[src/rtl/counter_impulse_ctrl_if.sv]
// Button-to-counter bundle for the impulse sequencer.
// Handshake: there is no valid/ready pair. btn_mode and btn_step are raw
// asynchronous levels owned by the master. impulse is a registered strobe
// owned by the slave and is high for exactly one clk cycle per increment; the
// consumer must take it in that cycle because nothing holds it back. mode is a
// registered level that only ever takes 2'b00, 2'b01 or 2'b10.
interface counter_impulse_ctrl_if;
  logic       btn_mode;
  logic       btn_step;
  logic       impulse;
  logic [1:0] mode;

  modport master (
    output btn_mode,
    output btn_step,
    input  impulse,
    input  mode
  );

  modport slave (
    input  btn_mode,
    input  btn_step,
    output impulse,
    output mode
  );
endinterface

[src/rtl/counter_impulse_ctrl.sv]
// Impulse sequencer for the LED counter: two synchronised and debounced
// buttons drive a STOPPED/RUN/STEP mode FSM. RUN emits one impulse every
// TICK_CYCLES clocks, and STEP emits one impulse per step-button press.
module counter_impulse_ctrl #(
  parameter int DEBOUNCE_CYCLES = 1_000_000,
  parameter int TICK_CYCLES     = 100_000_000
) (
  input  logic                   clk,
  input  logic                   rst,
  counter_impulse_ctrl_if.slave  bus
);

  localparam int DB_W = $clog2(DEBOUNCE_CYCLES);
  localparam int TK_W = $clog2(TICK_CYCLES);
  localparam logic [DB_W-1:0] DB_LAST = DB_W'(DEBOUNCE_CYCLES - 1);
  localparam logic [TK_W-1:0] TK_LAST = TK_W'(TICK_CYCLES - 1);

  // The state register drives the mode output directly, so mode doubles as
  // the FSM's visible state.
  typedef enum logic [1:0] {
    ST_STOPPED = 2'b00,
    ST_RUN     = 2'b01,
    ST_STEP    = 2'b10
  } mode_e;

  // Bit 0 carries the mode button, bit 1 carries the step button.
  logic [1:0]            raw;
  logic [1:0]            sync1_q;
  logic [1:0]            sync2_q;
  logic [1:0]            level_q;
  logic [1:0]            level_d;
  logic [1:0]            level_prev_q;
  logic [1:0][DB_W-1:0]  cnt_q;
  logic [1:0][DB_W-1:0]  cnt_d;
  logic [1:0]            press;
  logic                  mode_press;
  logic                  step_press;

  mode_e                 state_q;
  mode_e                 state_d;
  logic [TK_W-1:0]       presc_q;
  logic [TK_W-1:0]       presc_d;
  logic                  impulse_q;
  logic                  impulse_d;

  assign raw = {bus.btn_step, bus.btn_mode};

  // Two-flop synchronisers bring each raw button into the clk domain.
  always_ff @(posedge clk) begin
    if (rst) begin
      sync1_q <= '0;
      sync2_q <= '0;
    end else begin
      sync1_q <= raw;
      sync2_q <= sync1_q;
    end
  end

  // Debounce: a level change is accepted only after DEBOUNCE_CYCLES
  // consecutive differing cycles. Any agreeing cycle clears the count.
  always_comb begin
    level_d = level_q;
    cnt_d   = '0;
    for (int i = 0; i < 2; i++) begin
      if (sync2_q[i] != level_q[i]) begin
        if (cnt_q[i] == DB_LAST) begin
          level_d[i] = sync2_q[i];
          cnt_d[i]   = '0;
        end else begin
          cnt_d[i]   = cnt_q[i] + DB_W'(1);
        end
      end
    end
  end

  // Debounced levels, their one-cycle-delayed copies (used for edge
  // detection), and the debounce counters.
  always_ff @(posedge clk) begin
    if (rst) begin
      level_q      <= '0;
      level_prev_q <= '0;
      cnt_q        <= '0;
    end else begin
      level_q      <= level_d;
      level_prev_q <= level_q;
      cnt_q        <= cnt_d;
    end
  end

  // A press is a rising edge of the debounced level. Releases are ignored.
  assign press      = level_q & ~level_prev_q;
  assign mode_press = press[0];
  assign step_press = press[1];

  // Mode sequencing, prescaler and impulse generation. A mode press takes
  // priority over any terminal count or step press in the same cycle.
  always_comb begin
    state_d   = state_q;
    presc_d   = '0;
    impulse_d = 1'b0;
    case (state_q)
      ST_STOPPED: begin
        if (mode_press) state_d = ST_RUN;
      end
      ST_RUN: begin
        if (mode_press) begin
          state_d = ST_STEP;
        end else if (presc_q == TK_LAST) begin
          presc_d   = '0;
          impulse_d = 1'b1;
        end else begin
          presc_d   = presc_q + TK_W'(1);
        end
      end
      ST_STEP: begin
        if (mode_press) begin
          state_d = ST_STOPPED;
        end else if (step_press) begin
          impulse_d = 1'b1;
        end
      end
      default: state_d = ST_STOPPED;
    endcase
  end

  // Mode state register, prescaler and impulse output register.
  always_ff @(posedge clk) begin
    if (rst) begin
      state_q   <= ST_STOPPED;
      presc_q   <= '0;
      impulse_q <= 1'b0;
    end else begin
      state_q   <= state_d;
      presc_q   <= presc_d;
      impulse_q <= impulse_d;
    end
  end

  assign bus.impulse = impulse_q;
  assign bus.mode    = state_q;

endmodule

[src/flat_wrapper.sv]
// flat-port wrapper written by rule: the top's interface ports become plain ports
module counter_impulse_ctrl_flat 
#(
  parameter int DEBOUNCE_CYCLES = 1_000_000,
  parameter int TICK_CYCLES     = 100_000_000
)
  (clk, rst, bus_btn_mode, bus_btn_step, bus_impulse, bus_mode);
  counter_impulse_ctrl_if bus_i ();
  input  logic clk;
  input  logic rst;
  input wire logic [$bits(bus_i.btn_mode)-1:0] bus_btn_mode;
  input wire logic [$bits(bus_i.btn_step)-1:0] bus_btn_step;
  output wire logic [$bits(bus_i.impulse)-1:0] bus_impulse;
  output wire logic [$bits(bus_i.mode)-1:0] bus_mode;
  assign bus_i.btn_mode = bus_btn_mode;
  assign bus_i.btn_step = bus_btn_step;
  assign bus_impulse = bus_i.impulse;
  assign bus_mode = bus_i.mode;
  counter_impulse_ctrl #(.DEBOUNCE_CYCLES(DEBOUNCE_CYCLES), .TICK_CYCLES(TICK_CYCLES)) u_core (.clk(clk), .rst(rst), .bus(bus_i));
endmodule
[config.mk]
export PLATFORM = sky130hd
export DESIGN_NAME = counter_impulse_ctrl_flat
export DESIGN_NICKNAME = d
export VERILOG_FILES = /design/src/rtl/counter_impulse_ctrl_if.sv /design/src/rtl/counter_impulse_ctrl.sv /design/src/flat_wrapper.sv
export SDC_FILE = /design/constraint.sdc
export NUM_CORES = 1
export LEC_CHECK = 0
export ABC_AREA = 1
export CAP_MARGIN = 30
export CORE_UTILIZATION = 39
export CTS_CLUSTER_SIZE = 25
export DETAILED_ROUTE_END_ITERATION = 10
export PLACE_DENSITY = 0.58
export SLEW_MARGIN = 30
export SYNTH_ARGS = -nofsm -noshare
export SYNTH_HDL_FRONTEND = slang
export SYNTH_SLANG_ARGS = --single-unit
[constraint.sdc]
create_clock -name clk -period 3.8 [get_ports clk]
set_input_delay 0.57 -clock clk [delete_from_list [all_inputs] [get_ports clk]]
set_output_delay 0.57 -clock clk [all_outputs]
set_load 0.05 [all_outputs]
==> results of run 1 <==
## area by class of cell
cell class,instances,area [um^2],area share
clock buffers,11,141,0.0322
flip-flops and latches,78,1560,0.355
inverters,60,225,0.0513
well taps,133,166,0.0379
multi-input cells,450,2180,0.497
clock inverters,5,56.3,0.0128
repair buffers,6,60.1,0.0137
## Yosys cell counts, drive strengths merged
| master | n |
|---|---|
| xor2 | 16 |
| or2 | 4 |
| o21ai | 7 |
| ha | 7 |
| and2 | 1 |
| dfxtp | 78 |
| clkbuf | 1 |
| nand2 | 157 |
| inv | 60 |
| nor3 | 8 |
| nor2 | 153 |
| xnor2 | 13 |
| buf | 7 |
| a21oi | 26 |
| nand2b | 1 |
| nand3b | 10 |
| o31ai | 1 |
| nand4 | 7 |
| nand3 | 37 |
| o21bai | 2 |
## layout by cell type (no fill, tap or decap), types with 3 or more instances in the layout
cell type and count:
dfxtp_1 78, nand3_2 3, clkbuf_8 10, nand3_1 34, xnor2_1 13, clkdlybuf4s50_1 6
nand2_1 155, or2_2 3, ha_1 7, nor2_2 24, nand3b_1 10, inv_1 60
o21ai_0 7, nand4_1 7, xor2_1 16, nor2_1 127, a21oi_1 24, nor3_1 8
## through the flow
| stage | cell area (um^2) | setup WS, ns | hold slack, ns | cells |
|---|---|---|---|---|
| floorplan | 4050 | 2.08 | 0.388 | 596 |
| global placement | 4200 | 1.64 | 0.397 | 727 |
| detailed placement | 4200 | 1.58 | 0.395 | 727 |
| CTS | 4390 | 1.60 | 0.405 | 743 |
| global route | 4390 | 1.59 | 0.426 | 743 |
| finish | 4390 | 1.64 | 0.406 | 743 |
## worst register-to-register path: stages, from the launching register on
cell,delay (ns)
dfxtp_1,0.42
ha_1,0.29
nand3_2,0.15
nor3_1,0.16
nand3_1,0.15
nand2_1,0.54
nor2_1,0.11
## registers in the layout, indices dropped and copies added, names as in the netlist
name,flops
u_core.bus.impulse,1
u_core.bus.mode,2
u_core.cnt_q,40
u_core.level_prev_q,2
u_core.level_q,2
u_core.presc_q,27
u_core.sync1_q,2
u_core.sync2_q,2
## per-layer routing
metal | global-route usage | wire length [um] | share of wire | up-vias
met5 | 0 | 0 | 0 | -
met2 | 0.288 | 3890 | 0.48 | 33
met4 | 0.0735 | 195 | 0.024 | 0
met1 | 0.190 | 3770 | 0.47 | 1581
li1 | - | - | - | 1868
met3 | 0.0357 | 200 | 0.025 | 20
## cells by family after synthesis
family                     after synthesis
buffers and inverters                   68
DFF                                     78
adders and majority gates                7
xor gates and xnor gates                29
AOI/OAI and AO/OA                       36
and+or+nand+nor                        378
## final timing paths
check	start	end	slack, ns	depth (start not counted)
worst min-delay path	u_core.sync1_q[0]	u_core.sync2_q[0]	0.41	2
worst min register to register	u_core.sync1_q[0]	u_core.sync2_q[0]	0.41	2
worst max register to register	u_core.cnt_q[0]	u_core.cnt_q[13]	1.86	6
worst max-delay path	u_core.bus.mode[0]	bus_mode[0]	1.64	1
## power groups by stage
stage               clock network [mW]  logic, mW  registers [mW]
finish                           0.630     0.0251           0.823
global route                     0.687     0.0281           0.824
CTS                              0.656     0.0256           0.823
detailed placement                   0     0.0255           0.842
global placement                     0     0.0248           0.842
floorplan                            0     0.0139           0.846
==> impl_metrics.csv, run 1 <==
group,metric,value,unit
clocking,clkTransAtPathRegs,0.07,ns
global_route,grt_max_degree,28,
logic_synthesis,ys_ff_latch,78,
global_route,grt_pass1_vias,3385,
finish,syn2layout_area_growth,8.53,%
global_route,grt_pass1_wl,14.5,mm
critical_path,path_max_fanout,5,
clocking,htree_levels,3,
pwr,p_clk_frac,0.426,
clocking,cts.sinks,78,
finish,layout-drive-gt1-share,0.0836,
logic_synthesis,synth_cell_type_count,29,
sta,skew,0.0130,ns
placed_design,gp_congestion,0.858,
flow_run,maxCapViolations,0,
clocking,postCtsSetupBuffers,0,
pwr,p_switching,0.326,mW
floorplanning,die_area,0.0108,mm^2
clocking,cts_buffers,9,
sta,fin_crit,2.16,ns
sta,finalSetupViolations,0,
sta,post-route-period-util,0.569,
floorplanning,initial_utilization,0.408,
sta,max-slew-margin-rel,0.545,
critical_path,crit_type,"reg -> out",
logic_synthesis,synth_compound_area_frac,0.0482,
sta,timing.fmax,462,MHz
floorplanning,core-area,0.00991,mm^2
outcome,status,"complete, no violations",
critical_path,cpLargestDelayFamily,"buffers and inverters",
logic_synthesis,syn_nets,607,
global_route,antenna_found_initial,0,
critical_path,crit_slowest_cell,"clkdlybuf4s50_1",
pwr,power_frac_comb,0.017,
detailed_routing,routed_wl,8.06,mm
global_route,grt_use_total,0.164,
detailed_routing,vias_per_cell,4.71,
pwr,internal_power,1.15,mW
logic_synthesis,synth_xor_area_frac,0.0628,
detailed_routing,drt_iter0_drc,129,
sta,tightest_slew,0.681,ns
pwr,seq_power_share,0.557,
critical_path,required,3.23,ns
floorplanning,fp.dieW,104,um
pwr,finalPower,1.48,mW
floorplanning,io_pins,7,
finish,antenna_cells,0,
sta,slew_viol_final,0,
clocking,cts.path.max_buffers,2,
floorplanning,fp-row-count,36,
pwr,power_density,336,mW/mm^2
worst_hold_path,min_path_type,"reg -> reg",
clocking,cts_tree,"done",
logic_synthesis,synthAdderAreaFrac,0.0216,
logic_synthesis,netlist_area,0.00405,mm^2
logic_synthesis,netlist.area_leader.share,0.386,
clocking,holdBufCountCts,0,
critical_path,cp_slowest_stage_delay,0.83,ns
finish,fill_cells,1078,
placed_design,place_hpwl,5.97,mm
critical_path,worstPathArrival,1.59,ns
critical_path,cp-end-kind,"output pin",
critical_path,critPathLaunchType,"flip-flop",
detailed_routing,wire_per_inst,10.9,um
logic_synthesis,yosysSeqAreaShare,0.386,
finish,finalCoreUtilization,0.443,
detailed_routing,vias,3502,
pwr,sw_frac_of_total,0.221,
global_route,gr-total-overflow,0,
logic_synthesis,synth_top_cell_by_area,"dfxtp_1",
detailed_routing,drc,0,
logic_synthesis,synth.area.top_cells,"dfxtp_1, nand2_1, nor2_1",
logic_synthesis,syn_inst,596,
detailed_routing,antenna_left,0,
sta,rsz0062_at_grt,"false",
clocking,insertion_delay,0.36,ns
pwr,p_leak,1.35,nW
clocking,cts_resized,0,
sta,hold_viol_final,0,
logic_synthesis,ys_warn_count,0,
detailed_routing,drt_pre_antenna_iters,4,
logic_synthesis,synth-simple-area-share,0.406,
logic_synthesis,synth.area.mux_share,0,
logic_synthesis,synth_top_family_by_area,"simple AND/OR/NAND/NOR gates",
finish,nets,616,
logic_synthesis,avgSynthCellArea,6.79,um^2
placed_design,numPortBuffers,6,
sta,timing.setup.tns,0,ns
clocking,cts_root_buffer,"clkbuf_8",
floorplanning,die_y,104,um
critical_path,cp_cell_sequence,"clkdlybuf4s50_1",
pwr,ir_drop,177,uV
critical_path,critPathBufInv,1,
Power figures use the tool's default switching activity.
==> run 2, diff against run 1 <==
--- a/config.mk
+++ b/config.mk
@@ -10,7 +10,7 @@
 export CORE_UTILIZATION = 39
 export CTS_CLUSTER_SIZE = 25
 export DETAILED_ROUTE_END_ITERATION = 10
-export PLACE_DENSITY = 0.58
+export PLACE_DENSITY = 0.6
 export SLEW_MARGIN = 30
 export SYNTH_ARGS = -nofsm -noshare
 export SYNTH_HDL_FRONTEND = slang
==> constraint.sdc (replaced) <==
create_clock -name clk -period 1.85 [get_ports clk]
set_input_delay 0.2775 -clock clk [delete_from_list [all_inputs] [get_ports clk]]
set_output_delay 0.2775 -clock clk [all_outputs]
set_load 0.05 [all_outputs]
==> run 2 against run 1 <==
Final cell count grew 0.54%. Core utilization grew 0.81 points. Global-route usage grew 0.13 points. Via count shrank 0.23%. Worst setup slack lost 1.6 ns. Clock-buffer cell count is the same. Power grew 120%. Die area is the same. Cell area grew 1.8%. First-iteration DRC count grew 30%. Critical path depth is the same. Wire length shrank 1.7%. Largest cell class unchanged. Highest routed layer unchanged.
==> impl_metrics.csv, run 2 (synthesis gave the netlist of run 1 again) <==
group,metric,value,unit
outcome,status,"complete, no violations",
clocking,insertion_delay,0.36,ns
global_route,grt_pass1_vias,3448,
finish,antenna_cells,0,
critical_path,critPathBufInv,1,
global_route,grt_max_degree,28,
clocking,htree_levels,3,
finish,syn2layout_area_growth,10.5,%
sta,skew,0.00715,ns
critical_path,critPathLaunchType,"flip-flop",
finish,multi_input_area,0.00220,mm^2
worst_hold_path,min_path_type,"reg -> reg",
pwr,p_leak,1.39,nW
clocking,cts_buffers,9,
critical_path,cpLargestDelayFamily,"buffers and inverters",
detailed_routing,antenna_left,0,
flow_run,maxCapViolations,0,
critical_path,required,1.57,ns
pwr,ir_drop,430,uV
floorplanning,fp.dieW,104,um
sta,timing.setup.tns,0,ns
pwr,power_density,711,mW/mm^2
sta,rsz0062_at_grt,"true",
sta,post-route-period-util,0.977,
detailed_routing,drt_pre_antenna_iters,5,
clocking,cts_tree,"done",
detailed_routing,vias_per_cell,4.68,
sta,max-slew-margin-rel,0.671,
sta,tightest_slew,0.492,ns
floorplanning,fp-row-count,36,
critical_path,path_max_fanout,1,
finish,final_cell_mix,"nand2_1, nor2_1, dfxtp_1",
clocking,cts.path.max_buffers,2,
clocking,cts_root_buffer,"clkbuf_8",
sta,worst_slack,0.0421,ns
global_route,gr-total-overflow,0,
placed_design,place_ws,0.118,ns
finish,seqCellArea,0.00156,mm^2
placed_design,numPortBuffers,6,
finish,largest_reg_flops,40,
finish,top_register,"u_core.cnt_q",
critical_path,cp_slowest_stage_delay,0.81,ns
global_route,grt_pass1_wl,14.8,mm
detailed_routing,drc,0,
placed_design,place_hpwl,5.98,mm
floorplanning,die_area,0.0108,mm^2
clocking,postCtsSetupBuffers,0,
floorplanning,core-area,0.00991,mm^2
critical_path,worstPathArrival,1.53,ns
placed_design,dpl.cell_count,731,
floorplanning,io_pins,7,
critical_path,cp-end-kind,"output pin",
clocking,clkTransAtPathRegs,0.08,ns
detailed_routing,wire_per_inst,10.6,um
detailed_routing,vias,3494,
floorplanning,initial_utilization,0.408,
critical_path,cp_cell_sequence,"clkdlybuf4s50_1",
sta,hold_viol_final,0,
critical_path,crit_slowest_cell,"clkdlybuf4s50_1",
global_route,grt_use_total,0.165,
sta,finalSetupViolations,0,
clocking,holdBufCountCts,0,
sta,fin_crit,1.81,ns
finish,finalCoreUtilization,0.451,
clocking,cts.sinks,78,
finish,largestRegisters,"u_core.cnt_q: 40 flops, u_core.presc_q: 27 flops",
floorplanning,die_y,104,um
detailed_routing,routed_wl,7.93,mm
finish,finalNonFillerCells,747,
detailed_routing,drt_iter0_drc,168,
critical_path,crit_type,"reg -> out",
finish,layout-drive-gt1-share,0.0945,
sta,timing.fmax,553,MHz
global_route,antenna_found_initial,0,
sta,slew_viol_final,0,
finish,nets,620,
finish,fill_cells,1048,
sta,hold_slack,0.405,ns
placed_design,gp_congestion,0.858,
finish,final_common_cell,"nand2_1",
==> run 2: routing by layer <==
layer  up-vias  global-route usage  part of all wire
li1       1871                   -                 -
met1      1572               0.194              0.47
met2        34               0.282              0.48
met3        17              0.0420             0.036
met4         0              0.0755             0.022
met5         -                   0                 0
==> run 2: cell type report <==
| cell class | instances | area share |
|---|---|---|
| Clock buffer | 11 | 0.0316 |
| Tap cell | 133 | 0.0372 |
| Multi-Input combinational cell | 450 | 0.491 |
| Sequential cell | 78 | 0.349 |
| Timing Repair Buffer | 10 | 0.0221 |
| Inverter | 60 | 0.0503 |
| Clock inverter | 5 | 0.0182 |
==> run 2: metrics by stage <==
stage / total power, mW / cell area [um^2]
2_1_floorplan: 1.77 / 4050
3_5_place_dp: 1.79 / 4240
6_report: 3.18 / 4470
4_1_cts: 3.22 / 4460
5_1_grt: 3.30 / 4470
3_3_place_gp: 1.79 / 4240
==> run 2: repair_timing <==
| item | in CTS | in global routing |
|---|---|---|
| hold endpoints to repair | 0 | 0 |
| endpoints found under the setup margin | 1 | 38 |
| resized for setup | 1 | 3 |
| pin swaps | 0 | 0 |
==> run 2: where the power goes <==
group	internal, mW	switching (mW)	total (mW)
clock network	0.799	0.636	1.44
registers	1.68	0.00513	1.69
logic	0.0224	0.0331	0.0555
==> run 2: final timing paths <==
kind / cells past startpoint / slack (ns) / end / start
max: 1 / 0.04 / bus_impulse / u_core.bus.impulse
min: 2 / 0.41 / u_core.sync2_q[1] / u_core.sync1_q[1]
max reg2reg: 8 / 0.19 / u_core.presc_q[23] / u_core.presc_q[0]
min reg2reg: 2 / 0.41 / u_core.sync2_q[1] / u_core.sync1_q[1]
